`config.mk`:
```
export PLATFORM = sky130hd
export DESIGN_NAME = dmem_arbiter
export DESIGN_NICKNAME = d
export VERILOG_FILES = /design/src/rtl/dmem_arbiter_pkg.sv /design/src/rtl/dmem_rr_pick.sv /design/src/rtl/dmem_arbiter.sv
export SDC_FILE = /design/constraint.sdc
export NUM_CORES = 1
export LEC_CHECK = 0
export BUFFER_PORTS_ARGS = -buffer_cell sky130_fd_sc_hd__clkbuf_2
export CORE_AREA = 4 4 114 116
export DETAILED_ROUTE_END_ITERATION = 7
export DIE_AREA = 0 0 118 120
export GPL_TIMING_DRIVEN = 1
export PLACE_DENSITY = 0.63
export RECOVER_POWER = 50
export SYNTH_ARGS = -nofsm -noshare
export SYNTH_HDL_FRONTEND = slang
export SYNTH_SLANG_ARGS = --single-unit
```
`constraint.sdc`:
```
create_clock -name clk -period 2.35 [get_ports clk]
set_input_delay 0.3525 -clock clk [delete_from_list [all_inputs] [get_ports clk]]
set_output_delay 0.3525 -clock clk [all_outputs]
set_load 0.05 [all_outputs]
```
`src/rtl/dmem_arbiter_pkg.sv`:
```
// -----------------------------------------------------------------------------
// dmem_arbiter_pkg
//   Shared defaults and the bus-owner encoding for the data-memory arbiter.
//   Contents:
//     DEF_DATA_W / DEF_ADDR_W / DEF_MEM_DEPTH : parameter defaults for the top
//     owner_e                                 : lock owner (NONE / M0 / M1)
// -----------------------------------------------------------------------------
package dmem_arbiter_pkg;

  localparam int DEF_DATA_W    = 32;
  localparam int DEF_ADDR_W    = 32;
  localparam int DEF_MEM_DEPTH = 256;

  typedef enum logic [1:0] {
    OWN_NONE = 2'd0,
    OWN_M0   = 2'd1,
    OWN_M1   = 2'd2
  } owner_e;

endpackage

```
`src/rtl/dmem_rr_pick.sv`:
```
// -----------------------------------------------------------------------------
// dmem_rr_pick
//   Two-way grant picker: a locked owner keeps the bus while it keeps
//   requesting; otherwise a single requester wins, and on contention the
//   master that was not granted last wins.
//   Ports:
//     clk      in   system clock
//     rst_n    in   asynchronous active-low reset
//     req_i    in   [1:0] per-master request
//     lock_i   in   [1:0] per-master lock (only honoured for the granted master)
//     gnt_o    out  [1:0] one-hot (or zero) grant, combinational from req_i
// -----------------------------------------------------------------------------
module dmem_rr_pick
  import dmem_arbiter_pkg::*;
(
  input  logic       clk,
  input  logic       rst_n,
  input  logic [1:0] req_i,
  input  logic [1:0] lock_i,
  output logic [1:0] gnt_o
);

  owner_e     owner_q, owner_d;
  logic       last_gnt_q, last_gnt_d;  // index of the most recently granted master
  logic [1:0] pick;

  always_ff @(posedge clk or negedge rst_n) begin
    if (!rst_n) begin
      owner_q    <= OWN_NONE;
      last_gnt_q <= 1'b1;  // so master 0 wins the first contention
    end else begin
      owner_q    <= owner_d;
      last_gnt_q <= last_gnt_d;
    end
  end

  always_comb begin
    pick       = 2'b00;
    owner_d    = OWN_NONE;
    last_gnt_d = last_gnt_q;

    if (owner_q == OWN_M0 && req_i[0]) begin
      pick = 2'b01;
    end else if (owner_q == OWN_M1 && req_i[1]) begin
      pick = 2'b10;
    end else if (req_i == 2'b11) begin
      pick = last_gnt_q ? 2'b01 : 2'b10;
    end else begin
      pick = req_i;
    end

    if (|pick) begin
      last_gnt_d = pick[1];
    end

    // Ownership only follows a grant; an ungranted lock is ignored and any
    // cycle without the owner's req+lock falls back to NONE.
    if (pick[0] && lock_i[0]) begin
      owner_d = OWN_M0;
    end else if (pick[1] && lock_i[1]) begin
      owner_d = OWN_M1;
    end

    // Reset must kill the grant combinationally, not just at the next edge.
    gnt_o = rst_n ? pick : 2'b00;
  end

endmodule

```
`src/rtl/dmem_arbiter.sv`:
```
// -----------------------------------------------------------------------------
// dmem_arbiter
//   Shares one single-port data memory (combinational read, clocked write)
//   between master 0 (CPU load/store) and master 1 (loader/debug/DMA).
//   Out-of-range accesses are granted but never reach memory; every grant
//   produces a registered response one cycle later.
//   Ports:
//     clk, rst_n                      clock, asynchronous active-low reset
//     mX_req/we/lock/addr/wdata  in   master X request channel
//     mX_gnt                     out  master X accepted this cycle
//     mX_rvalid/rdata/err        out  master X response (one cycle after gnt)
//     mem_address/write/wdata    out  memory drive for the granted master
//     mem_rdata                  in   memory read data
// -----------------------------------------------------------------------------
module dmem_arbiter
  import dmem_arbiter_pkg::*;
#(
  parameter int DATA_W    = DEF_DATA_W,
  parameter int ADDR_W    = DEF_ADDR_W,
  parameter int MEM_DEPTH = DEF_MEM_DEPTH
) (
  input  logic              clk,
  input  logic              rst_n,
  input  logic              m0_req,
  input  logic              m0_we,
  input  logic              m0_lock,
  input  logic [ADDR_W-1:0] m0_addr,
  input  logic [DATA_W-1:0] m0_wdata,
  output logic              m0_gnt,
  output logic              m0_rvalid,
  output logic [DATA_W-1:0] m0_rdata,
  output logic              m0_err,
  input  logic              m1_req,
  input  logic              m1_we,
  input  logic              m1_lock,
  input  logic [ADDR_W-1:0] m1_addr,
  input  logic [DATA_W-1:0] m1_wdata,
  output logic              m1_gnt,
  output logic              m1_rvalid,
  output logic [DATA_W-1:0] m1_rdata,
  output logic              m1_err,
  output logic [ADDR_W-1:0] mem_address,
  output logic              mem_write,
  output logic [DATA_W-1:0] mem_wdata,
  input  logic [DATA_W-1:0] mem_rdata
);

  localparam logic [ADDR_W-1:0] DEPTH_LIM = ADDR_W'(MEM_DEPTH);

  logic [1:0]        gnt;
  logic              any_gnt;
  logic              sel;
  logic [ADDR_W-1:0] sel_addr;
  logic [DATA_W-1:0] sel_wdata;
  logic              sel_we;
  logic              in_range;

  logic [1:0]        rvalid_arr;
  logic [1:0]        err_arr;
  logic [DATA_W-1:0] rdata_arr [2];

  dmem_rr_pick u_pick (
    .clk    (clk),
    .rst_n  (rst_n),
    .req_i  ({m1_req, m0_req}),
    .lock_i ({m1_lock, m0_lock}),
    .gnt_o  (gnt)
  );

  assign m0_gnt  = gnt[0];
  assign m1_gnt  = gnt[1];
  assign any_gnt = |gnt;
  assign sel     = gnt[1];

  assign sel_addr  = sel ? m1_addr  : m0_addr;
  assign sel_wdata = sel ? m1_wdata : m0_wdata;
  assign sel_we    = sel ? m1_we    : m0_we;
  assign in_range  = (sel_addr < DEPTH_LIM);

  // Idle bus is driven to zero so nothing downstream sees stale addresses.
  assign mem_address = any_gnt ? sel_addr  : '0;
  assign mem_wdata   = any_gnt ? sel_wdata : '0;
  assign mem_write   = any_gnt & sel_we & in_range;

  generate
    for (genvar gi = 0; gi < 2; gi++) begin : g_resp
      logic              rvalid_q, rvalid_d;
      logic              err_q, err_d;
      logic [DATA_W-1:0] rdata_q, rdata_d;

      // gnt[gi] implies sel == gi, so the shared mux outputs belong to this master.
      always_comb begin
        rvalid_d = gnt[gi];
        err_d    = gnt[gi] & ~in_range;
        rdata_d  = (gnt[gi] && !sel_we && in_range) ? mem_rdata : '0;
      end

      always_ff @(posedge clk or negedge rst_n) begin
        if (!rst_n) begin
          rvalid_q <= 1'b0;
          err_q    <= 1'b0;
          rdata_q  <= '0;
        end else begin
          rvalid_q <= rvalid_d;
          err_q    <= err_d;
          rdata_q  <= rdata_d;
        end
      end

      assign rvalid_arr[gi] = rvalid_q;
      assign err_arr[gi]    = err_q;
      assign rdata_arr[gi]  = rdata_q;
    end
  endgenerate

  assign m0_rvalid = rvalid_arr[0];
  assign m0_err    = err_arr[0];
  assign m0_rdata  = rdata_arr[0];
  assign m1_rvalid = rvalid_arr[1];
  assign m1_err    = err_arr[1];
  assign m1_rdata  = rdata_arr[1];

endmodule

```
======== Yosys cells after proc, flatten, opt, wreduce, memory -nomap -nowiden ========
Cells that the tools add are included.
storage, ports and cells
  bits of input ports ..................... 168
  word-level logic and storage cells ...... 42
  output and inout port bits .............. 135
  register bits ........................... 71
operators by class
  equality and inequality tests ........... 3
  muxes and demuxes ....................... 14
  reduce and logical (&&, ||, !) cells .... 11
  order comparisons ....................... 1
  bitwise gates (word level) .............. 5
operator list
  cell                   count
  $mux W32               6
  $lt A32 B9 Y1 const B  1
  $mux W2                7
  $logic_and A1 B1 Y1    8
  $and A1 B1 Y1          4
  $eq A2 B2 Y1 const B   2
  $reduce_or A2 Y1       2
  $eq A2 B1 Y1 const B   1
  $logic_not A1 Y1       1
  $mux W1                1
  $not A1 Y1             1

======== Logic depth before layout (Yosys ltp) ========
Gate-level depths: netlist (run 1).
  depth after elaboration ................. 10
  gate-level depth with buffers ........... 6
  depth with buffers taken out ............ 5

======== Hierarchy ========
Synthesis (run 1) repeated with hierarchy kept, for this count alone.
unflattened totals
  cell total of the unflattened synthesis .. 388
  area total of the unflattened synthesis .. 3573.4 µm²
modules (own cells, without submodules)
  module        cells each  area each (µm²)  instances  sequential area each (µm²)
  dmem_arbiter  375         3432.0           1          1701.6
  dmem_rr_pick  13          141.4            1          76.3

======== Worst setup path before layout (run 1) ========
No wires, ideal clock.
  kind .................................... input to output
  from .................................... input port m0_req
  to ...................................... output port mem_wdata[22]
  buffers on the path ..................... 1
  data required time ...................... 1.997 ns
  slack ................................... -0.203 ns
  stages on the path ...................... 5
  data arrival time ....................... 2.200 ns
  cells stage by stage .................... and2_1 > a211o_1 > inv_1 > clkbuf_1 > a22o_1
on the way
  word-level cells in the longest chain between the ends .. 7
  elaborated cells between the ends (all ways) .. 9
  those cells by class .................... eq/ne (1); mux (6); reduce/logical (2)
ends and longest elaborated chain
  what                                          RTL line                                source
  start: declaration                            dmem_arbiter.sv:24                      input logic m0_req,
  $eq A2 B2 Y1                                  dmem_rr_pick.sv:46                      end else if (req_i == 2'b11) begin
  $mux W2                                       dmem_rr_pick.sv:46
  $mux W2                                       dmem_rr_pick.sv:44                      end else if (owner_q == OWN_M1 && req_i[1]) begin
  $mux W2 *                                     dmem_rr_pick.sv:42                      if (owner_q == OWN_M0 && req_i[0]) begin
  $mux W2 *                                     dmem_rr_pick.sv:65                      gnt_o = rst_n ? pick : 2'b00;
  via m1_gnt                                    dmem_arbiter.sv:38                      output logic m1_gnt,
  $mux W32 or $reduce_or A2 Y1 (tied branches)  dmem_arbiter.sv:76, dmem_arbiter.sv:72
  $mux W32 *                                    dmem_arbiter.sv:82                      assign mem_wdata = any_gnt ? sel_wdata : '0;
  end: declaration                              dmem_arbiter.sv:44                      output logic [DATA_W-1:0] mem_wdata,
The timed path passes the listed nets; every way through them passes the cells marked *.

======== Worst setup path after layout (run 1) ========
  from .................................... register u_pick.owner_q[1]
  to ...................................... output port mem_address[22]
on the way
  word-level cells in the longest chain between the ends .. 7
  elaborated cells between the ends (all ways) .. 10
  those cells by class .................... eq/ne (2); mux (5); reduce/logical (3)
ends and longest elaborated chain
  what                                          RTL line                                source
  start: declaration                            dmem_rr_pick.sv:23                      owner_e owner_q, owner_d;
  start signal: assignment                      dmem_rr_pick.sv:32                      owner_q <= owner_d;
  $eq A2 B2 Y1                                  dmem_rr_pick.sv:44
  $logic_and A1 B1 Y1                           dmem_rr_pick.sv:44
  $mux W2                                       dmem_rr_pick.sv:44
  $mux W2 *                                     dmem_rr_pick.sv:42
  $mux W2 *                                     dmem_rr_pick.sv:65
  $mux W32 or $reduce_or A2 Y1 (tied branches)  dmem_arbiter.sv:75, dmem_arbiter.sv:72
  $mux W32 *                                    dmem_arbiter.sv:81                      assign mem_address = any_gnt ? sel_addr : '0;
  end: declaration                              dmem_arbiter.sv:42                      output logic [ADDR_W-1:0] mem_address,
Every way passes the cells marked *; elsewhere a longest branch is shown, timed or not.

==> metrics, run 1 <==
vias in the first global route roughly 3700; Pre-antenna DRT Iters 4; vias per cell 4.73; GRT Resource Usage Total a little under a fifth; Horiz. Die Dim 118 microns; Antenna diodes 0; complex-gate fraction of the synthesized area roughly 20%; share of the clock period used by the worst path a little over nine tenths; placement row count 40; post-synthesis share of cell area spent on and, or, nand and nor gates ~20%; die area between 10000 and 15000 sq um; count of synthesis-stage warnings from yosys 0; CP arrival 1930 ps; Port-buffer cells approximately 300; clock latency reported for the late side of the worst-skew pair around 330 ps; Cell Count, Final, Fillers Out about 730; placed cell count around 700; reported leakage power between 3 and 4 nW; post-route ant nets 0; # setup viols final 0; clock tree root buffer cell clkbuf_16; delay contributed by the slowest stage of the critical path approximately 380 ps; Crit path required time 2000 ps; Starting Density between 20% and 30%; mapped cell area between 3000 and 4000 sq um; Worst Max-Slew Pin Slew around 1400 ps; Hold Violations, Final 0; maximum number of buffers from clock root to sink 2; Max Clock Freq about 0.44 GHz; Area growth syn-to-layout 100%; critical-path cell list buf_4, nand2b_4, a211o_4, inv_8, clkbuf_16, a22o_1, buf_12; multiplexer fraction of the synthesized cell area 0%; worst setup path start u_pick.owner_q[1]; total of max-cap violations 0; global-route wire length before repair a little over 20000 microns; number of pins with negative max-slew slack in the final report 0; average wire per cell in the routed design approximately 20 microns; Final Power about 0.0036 W; power density cells roughly 570 nW/um^2; Peak VDD IR about 0.00027 V; total vias in the final route between 3000 and 4000; Fill cells between 1000 and 1500; antenna violations before repair 0; grt total ovfl 0; flip-flop and latch count after synthesis 71; Slowest-stage cell, CP a211o_4; Placeable Area 11900 sq um; biggest fanout along the worst timing path 16; Avg Synthesized Cell Area about 12 sq um; post-route DRC violation count 0; initial detailed-routing violation count 117; I/O pin total 303; slack of the worst reg-to-reg path approximately 220 ps; setup clock skew after layout roughly 3.2 ps; share of post-route cells with drive strength above 1 54.7%; Startpoint Class flip-flop; TritonCTS clock tree yes; count of distinct cell types in the synthesized netlist 32; unrepaired setup endpoints after global routing yes; Crit Reg-Reg Startpoint u_pick.owner_q[1]; maximum number of pins on one net before global-route repair between 60 and 70; final RePlAce weighted congestion just over 0.8; adder-cell area share of the yosys netlist 0%; status complete, no violations; Final TNS setup 0 ps; Seq/Total Area, Yosys roughly 56%; worst slew margin relative to its limit roughly 3.5%; min cycle time layout roughly 2300 ps; fraction of synthesized cell area in xor and xnor cells 0%; Nets between 700 and 800; nature of the critical path endpoint output port; dominant combinational cell family by area after synthesis compound AO/OA/AOI/OAI gates; Worst-path clk slew about 50 ps; H-tree levels 3; Mapped Cells between 200 and 300; category of the critical setup timing path reg2out; Placed Area 5640 sq um; syn_nets roughly 440; number of sinks handled by clock tree synthesis 71; class of the tightest hold or removal check in2async; number of buffers created by CTS 9; total routed wirelength roughly 15000 microns; core utilization of the finished layout roughly 53%; Design Area, Final around 6300 sq um; overall die height approximately 120 microns; HPWL after DPL around 11000 microns
[path summary, 6_finish.rpt]
check	to	cells after the start
worst min-delay path	m1_err	2
worst min register to register	u_pick.last_gnt_q	2
worst max register to register	m0_rdata[15]	7
max in group asynchronous	m0_rdata[14]	2
worst max-delay path	mem_address[22]	7
min in group clk	u_pick.last_gnt_q	2
[placed cells by master (no fill, tap or decap), types with 2 or more instances in the layout]
cell         n
dfrtp_1     70
clkbuf_2   194
clkbuf_1    45
nor4_1       7
clkbuf_8    11
clkbuf_16   12
nor3_1       4
and3_1       2
buf_12      56
buf_4        6
and2_1      65
clkinv_2     3
a22o_4      15
nor2_1       5
a22o_1      49
buf_8        4
nor4_4       2
nand2_1      6
buf_16       2
[metal layers]
| layer | up-vias | track usage, % | part of all wire, % |
|---|---|---|---|
| met5 | - | 0 | 0 |
| met3 | 30 | 6.41 | 8.4 |
| li1 | 1586 | - | - |
| met4 | 0 | 9.16 | 3.5 |
| met2 | 203 | 35.5 | 54 |
| met1 | 1628 | 18.2 | 34 |
[critical path, delay by kind of cell, from the launching register on]
family,cells,cell delay [ps]
simple gates,1,60
buf+inv,4,580
compound gates,2,580
flops,1,370
[logic make-up (layout without fill, tap and decap cells)]
| logic type | after synthesis | count (layout) |
|---|---|---|
| compound gates | 73 | 73 |
| flops | 71 | 71 |
| simple gates | 101 | 101 |
| buf+inv | 22 | 336 |
[timing repair]
action / 4_1_cts / 5_1_grt
setup endpoints to repair: 66 / 63
cloned: 2 / 4
setup buffers: 2 / 1
pin swaps: 1 / 6
hold buffers: 0 / 0
gates resized for setup: 39 / 21
[area by class of cell]
| type | instances | area, sq um | area share, % |
|---|---|---|---|
| timing repair buffer | 319 | 2630 | 41.6 |
| clock buffer | 11 | 243 | 3.84 |
| multi-input combinational | 174 | 1450 | 22.9 |
| tap | 147 | 184 | 2.91 |
| inverter | 2 | 15.0 | 0.238 |
| sequential | 71 | 1780 | 28.1 |
| clock inverter | 4 | 22.5 | 0.357 |
[through the flow]
stage / hold WS, ps / worst slack (ps)
floorplan: 56.9 / 19.6
global placement: 352 / 120
detailed placement: 362 / 71.5
CTS: 9.73 / 32.7
global route: 140 / -20.7
finish: 100 / 67.5
[Yosys cell counts, drive strengths merged]
cell type / instances / area share [%]
and4: 1 / 0.28
a22o: 64 / 18
and2: 65 / 13
o21ai: 2 / 0.32
nand2b: 1 / 0.20
nor2b: 1 / 0.20
o221a: 1 / 0.64
inv: 2 / 0.24
a211o: 1 / 0.28
a22oi: 1 / 0.24
nand4: 1 / 0.20
buf: 12 / 2.3
nand2: 6 / 0.71
nor3: 4 / 0.64
nor2: 5 / 0.60
or4: 1 / 0.36
a211oi: 2 / 0.48
clkbuf: 8 / 0.95
nor3b: 1 / 0.24
and3: 2 / 0.40
a21oi: 2 / 0.32
nor4: 9 / 2.5
and3b: 1 / 0.28
or2: 1 / 0.20
nand3: 1 / 0.16
dfstp: 1 / 0.83
or3: 1 / 0.20
dfrtp: 70 / 56
[sequential cells by signal, summed over array words and instances (netlist names)]
register	flops
u_pick.last_gnt_q	1
m1_err	1
m0_rdata	32
m0_rvalid	1
m1_rvalid	1
u_pick.owner_q	2
m1_rdata	32
m0_err	1
[power by group]
part	switching, W	internal, W	total, W
clock	0.000463	0.000730	0.00119
combinational	0.000633	0.000543	0.00118
sequential	0.00000654	0.00123	0.00124
(Power assumes the default switching activity.)
==> run 2, diff against run 1 <==
Settings changed: CORE_AREA 4 4 114 116 to default, CORE_MARGIN from default to 4, CORE_UTILIZATION from default to 30, DIE_AREA 0 0 118 120 to default, PLACE_DENSITY 0.63 to 0.67, SYNTH_HIERARCHICAL from default to 1.
==> run 2 against run 1 <==
The flow now finishes with violations (max-capacitance violations, max-slew violations, negative setup slack). Combinational power grew 31%. First-iteration DRC count grew to 3.3 times the previous value. Clock power grew 22%. Sequential cell count is the same. Synthesized area grew 13%. Global-route usage grew 7.2 points. Fmax shrank 15%. Cell count grew 18%. Setup slack lost 420 ps. Wire length grew 25%. Critical endpoint is now mem_write. Largest power group is now combinational logic. Highest routed layer unchanged.
==> metrics, run 2 <==
status finished, violations left; failing checks max-capacitance violations, max-slew violations, negative setup slack; top cell types by occurrence after synthesis nand2_1, dfrtp_1, a22o_1, nor3_1, nor3_2; HPWL after DPL around 14000 microns; GRT Resource Usage Total around a quarter; worst setup path start u_pick/last_gnt_q; dominant cell type by area after synthesis dfrtp_1; Slowest-stage cell, CP dfstp_2; async set-reset flop share out of synthesis between 90% and 100%; Startpoint Class flip-flop; Placed Area roughly 6600 sq um; worst slew margin relative to its limit -16.0%; Synth top area share 49.0%; Worst Max-Slew Pin Slew between 1500 and 2000 ps; Antenna diodes 0; global-route wire length before repair 26400 microns; count of flip-flops with a built-in enable after synthesis 0; post-route DRC violation count 0; average wire per cell in the routed design around 22 microns; final RePlAce weighted congestion 0.915; # setup viols final ~130; Peak VDD IR 0.000328 V; power density cells 534 nW/um^2; reported leakage power around 3.8 nW; Nets 879; number of sinks handled by clock tree synthesis roughly 70; I/O pin total a little over 300; total vias in the final route approximately 4400; setup slack after layout -349 ps; Max Clock Freq ~0.37 GHz; Pre-antenna DRT Iters 6; number of buffers created by CTS 9; launch point of the worst hold path mem_rdata[19]; Starting Density a little under a third; setup clock skew after layout 3.89 ps; slack of the worst reg-to-reg path -80 ps; post-cts hold buffer count 0; number of pins with negative max-slew slack in the final report just over 70; die area 13700 sq um; TritonCTS clock tree yes; count of synthesis-stage warnings from yosys 6; Crit Reg-Reg Startpoint u_pick/last_gnt_q; total routed wirelength 18600 microns; most common cell in the synthesized netlist nand2_1; Placeable Area ~12000 sq um; Hold Violations, Final 0; CP arrival about 2400 ps; maximum number of pins on one net before global-route repair 72; placement row count 39; family with the most delay on the worst path compound AO/OA/AOI/OAI gates; initial detailed-routing violation count approximately 380; class of the tightest hold or removal check in2reg; H-tree levels 3; Crit. path cell count 8; hold-critical path depth 3; Crit path required time ~2000 ps; most frequent standard cell in the layout excluding fill and tap cells clkbuf_2; overall die height ~120 microns; biggest fanout along the worst timing path 7; vias in the first global route roughly 4700; category of the critical setup timing path reg2out; Area growth syn-to-layout 121%; grt total ovfl 0; Avg Synthesized Cell Area 9.21 sq um; vias per cell 5.15; Port-buffer cells just over 300; Mapped Cells 388; unrepaired setup endpoints after global routing yes; maximum number of buffers from clock root to sink 2; share of post-route cells with drive strength above 1 between 60% and 70%; Seq/Total Area, Yosys 49.8%; most area-consuming cells after synthesis dfrtp_1, nand2_1, a22o_1; flip-flop and latch count after synthesis 71; Design Area, Final approximately 7900 sq um; mapped cell area between 3000 and 4000 sq um; most instantiated flip-flop cell in the synthesis netlist dfrtp_1; worst r2r path cells 8; syn_nets 556; end of the worst register-to-register path m0_rdata[31]; min cycle time layout between 2000 and 3000 ps; post-route ant nets 0; total of max-cap violations 1; delay contributed by the slowest stage of the critical path 560 ps; Hold Crit Endpoint m0_rdata[19]; clock tree root buffer cell clkbuf_16; most used cells in the layout excluding fill and tap cells clkbuf_2, nand2_1, dfrtp_1; share of the clock period used by the worst path 115%; clock latency reported for the late side of the worst-skew pair 330 ps; worst hold slack roughly 230 ps; count of distinct cell types in the synthesized netlist 26; critical-path cell list o21bai_4, a21bo_1, and3_4, buf_4, nand3b_1, a22o_2, a211oi_4, buf_12; nature of the critical path endpoint output port; Horiz. Die Dim between 100 and 150 microns; critical path buffer and inverter count 2; Worst-path clk slew 60 ps; antenna violations before repair 0
## run 2: cell count changes after synthesis, sizes merged, moves of 18 or more
| cell | change |
|---|---|
| a22o | -21 |
| o21ai | +20 |
| nor3 | +63 |
| clkbuf | +18 |
| and2 | -65 |
| nand2 | +104 |
## run 2: worst max-delay path by stage
stage                         to  slack (ps)
finish                 mem_write        -350
global route           mem_write        -440
detailed placement  m0_rdata[12]         -70
global placement       mem_write          10
CTS                    mem_write        -300
floorplan              mem_write        -230
## run 2: kinds of logic after synthesis
logic type | synth area share (%)
and+or+nand+nor | 30.1
AOI/OAI and AO/OA | 15.1
DFF | 49.8
buffers and inverters | 5.08
## run 2: metal layers
metal / track usage (%) / wire length (microns)
met5: 0 / 0
met4: 12.9 / 837
met3: 5.60 / 1430
met2: 45.3 / 9640
met1: 30.0 / 6670
## run 2: metrics by stage
stage	setup TNS (ps)	worst slack (ps)	util (%)	instances	total power, W
after floorplan	-1900	-225	-	388	0.00189
after global placement	0	14.1	57.6	819	0.00252
after detailed placement	-1810	-72.0	57.6	819	0.00253
after CTS	-12670	-302	66.6	853	0.00418
after global routing	-28000	-445	68.7	859	0.00436
final	-16290	-349	68.7	859	0.00422
## run 2: worst register-to-register path: cells and delay by family (launching register included)
family / cells / cell delay (ps)
compound gates: 3 / 480
buf+inv: 1 / 650
flops: 1 / 560
simple gates: 4 / 600
## run 2: what timing repair did
action / CTS / global route
buffers inserted: 12 / 4
gates cloned: 6 / 4
pin swaps: 15 / 14
endpoints found under the setup margin: 131 / 132
resized for setup: 86 / 32
## run 2: area by class of cell
cell class | count | area, sq um
Fill cell | 825 | 3610
Timing Repair Buffer | 352 | 3310
Multi-Input combinational cell | 277 | 2320
Sequential cell | 71 | 1780
Clock buffer | 11 | 243
Tap cell | 143 | 179
Clock inverter | 5 | 81.3
## run 2: where the power goes
| group | internal, W | total [W] | switching, W |
|---|---|---|---|
| registers | 0.00123 | 0.00124 | 0.00000581 |
| logic | 0.000732 | 0.00154 | 0.000804 |
| clock network | 0.000957 | 0.00145 | 0.000491 |
| total | 0.00292 | 0.00422 | 0.00130 |
==> run 3, diff against run 2 <==
Settings changed: CORE_AREA from default to 3 3 117 119, CORE_MARGIN 4 to default, CORE_UTILIZATION 30 to default, DIE_AREA from default to 0 0 120 122, PLACE_DENSITY 0.67 to 0.63.
==> run 3 against run 2 <==
The run still ends with max-capacitance violations, max-slew violations, negative setup slack left. Largest cell class unchanged. Sequential cell count unchanged. Global-route usage is 2.3 points lower. Critical path type unchanged. Setup slack lost 51 ps. Final area shrank 1.2%. Highest routed layer unchanged. Critical path depth grew 2. Clock skew increased by 1.4 ps. Fmax fell by 1.9%. Total power decreased by 1.0%. Hold slack worse by 2.4 ps.
==> metrics, run 3 (same netlist as run 2, synthesis figures left out) <==
Cell Count, Final, Fillers Out between 800 and 900; GRT Resource Usage Total 23.6%; Antenna diodes 0; clock latency reported for the late side of the worst-skew pair ~330 ps; Crit Reg-Reg Startpoint u_pick/last_gnt_q; vias per cell 4.84; Critical Path Most Common Cell buf_6; vias in the first global route between 4000 and 5000; class of the tightest hold or removal check in2reg; end of the worst register-to-register path m0_err; number of pins with negative max-slew slack in the final report 72; power density cells 535 nW/um^2; total of max-cap violations 1; global-route wire length before repair 26000 microns; Fill cells 1026; H-tree levels 3; Max Clock Freq between 0.3 and 0.4 GHz; Placeable Area 12700 sq um; min cycle time layout around 2800 ps; hold-critical path depth 3; HPWL after DPL approximately 14000 microns; Design Area, Final between 7000 and 8000 sq um; die area around 15000 sq um; Sequential Area 1780 sq um; combined area of the multi-input logic cells approximately 2300 sq um; Slowest-stage cell, CP dfstp_2; unrepaired setup endpoints after global routing yes; Placed Area about 7000 sq um; number of buffers created by CTS 9; grt total ovfl 0; Crit path required time ~2000 ps; Startpoint Class flip-flop; worst hold slack about 230 ps; critical-path cell list nand2_1, a21bo_1, and3_4, buf_4, buf_6, nor2b_4, buf_6, bufbuf_16, a22o_4, buf_12; failing checks max-capacitance violations, max-slew violations, negative setup slack; placed cell count between 800 and 900; placement row count between 40 and 50; Hold Crit Endpoint m0_rdata[20]; Nets 877; most frequent standard cell in the layout excluding fill and tap cells clkbuf_2; total routed wirelength about 18000 microns; final RePlAce weighted congestion around 0.95; CP arrival 2400 ps; Peak VDD IR between 0.0003 and 0.0004 V; launch point of the worst hold path mem_rdata[20]; number of sinks handled by clock tree synthesis 71; Area growth syn-to-layout 119%; setup slack after layout -401 ps; overall die height 122 microns; category of the critical setup timing path reg2out; maximum number of buffers from clock root to sink 2; delay contributed by the slowest stage of the critical path about 540 ps; worst r2r path cells 8; Port-buffer cells between 300 and 400; post-route DRC violation count 0; post-route ant nets 0; clock tree root buffer cell clkbuf_16; # setup viols final about 110; Starting Density 28.2%; Worst Max-Slew Pin Slew approximately 1700 ps; most used cells in the layout excluding fill and tap cells clkbuf_2, nand2_1, buf_12; status finished, violations left; I/O pin total between 300 and 400; slack of the worst reg-to-reg path -70 ps; setup clock skew after layout approximately 5.3 ps; initial detailed-routing violation count about 310; maximum number of pins on one net before global-route repair a little over 70; Pre-antenna DRT Iters 4; average wire per cell in the routed design between 15 and 20 microns; share of post-route cells with drive strength above 1 about two thirds; total vias in the final route ~4300; Worst-path clk slew roughly 60 ps; nature of the critical path endpoint output port; reported leakage power roughly 3.7 nW; biggest fanout along the worst timing path 7; TritonCTS clock tree yes; Horiz. Die Dim between 100 and 150 microns; Hold Violations, Final 0; worst slew margin relative to its limit -13.1%; antenna violations before repair 0; share of the clock period used by the worst path 117%
-- run 3: how the worst max path moves through the flow --
stage                            startpoint             to  slack, ps  cells after the start
final                     u_pick/last_gnt_q  mem_wdata[27]       -400                     10
after global routing      u_pick/owner_q[0]      mem_write       -480                      9
after CTS                 u_pick/last_gnt_q      mem_write       -350                      8
after detailed placement  u_pick/last_gnt_q      mem_write       -110                      8
after global placement    u_pick/last_gnt_q      mem_write        -40                      8
after floorplan           u_pick/last_gnt_q      mem_write       -230                      8
-- run 3: critical path: cells and delay by family (launching register included) --
kind            cells  cell delay (ps)
buf+inv             5              770
flops               1              540
simple gates        3              420
compound gates      2              330
-- run 3: report_power, final --
| group | total [W] | internal (W) | switching, W | leakage (nW) |
|---|---|---|---|---|
| sequential | 0.00124 | 0.00123 | 0.00000381 | 0.984 |
| clock | 0.00145 | 0.000957 | 0.000493 | 0.156 |
| combinational | 0.00149 | 0.000709 | 0.000784 | 2.59 |
-- run 3: final cells by class --
type                       count  area share, %
clock buffer                  11           3.11
timing repair buffer         350           40.3
tap                          172           2.76
sequential                    71           22.8
multi-input combinational    277           30.1
clock inverter                 5           1.04
-- run 3: routing by layer --
| metal | vias to the layer above | global-route usage (%) | wire length (microns) |
|---|---|---|---|
| li1 | 2000 | - | - |
| met1 | 2058 | 27.7 | 6680 |
| met2 | 208 | 42.0 | 9160 |
| met3 | 26 | 6.04 | 1410 |
| met4 | 0 | 8.45 | 406 |
| met5 | - | 0 | 0 |
-- run 3: per-stage QoR --
stage / util (%) / total power (W) / setup WS, ps / TNS [ps]
finish: 61.6 / 0.00418 / -401 / -17970
global route: 61.6 / 0.00434 / -482 / -30810
CTS: 60.1 / 0.00417 / -352 / -15860
detailed placement: 54.6 / 0.00261 / -106 / -3800
global placement: 54.6 / 0.00260 / -43.2 / -1270
floorplan: - / 0.00189 / -225 / -1900
-- run 3: repair_timing --
action,CTS,global route
endpoints found under the setup margin,132,132
pin swaps,17,6
hold buffers,0,0
gates resized for setup,36,30
cloned,5,2
buffers inserted,3,10
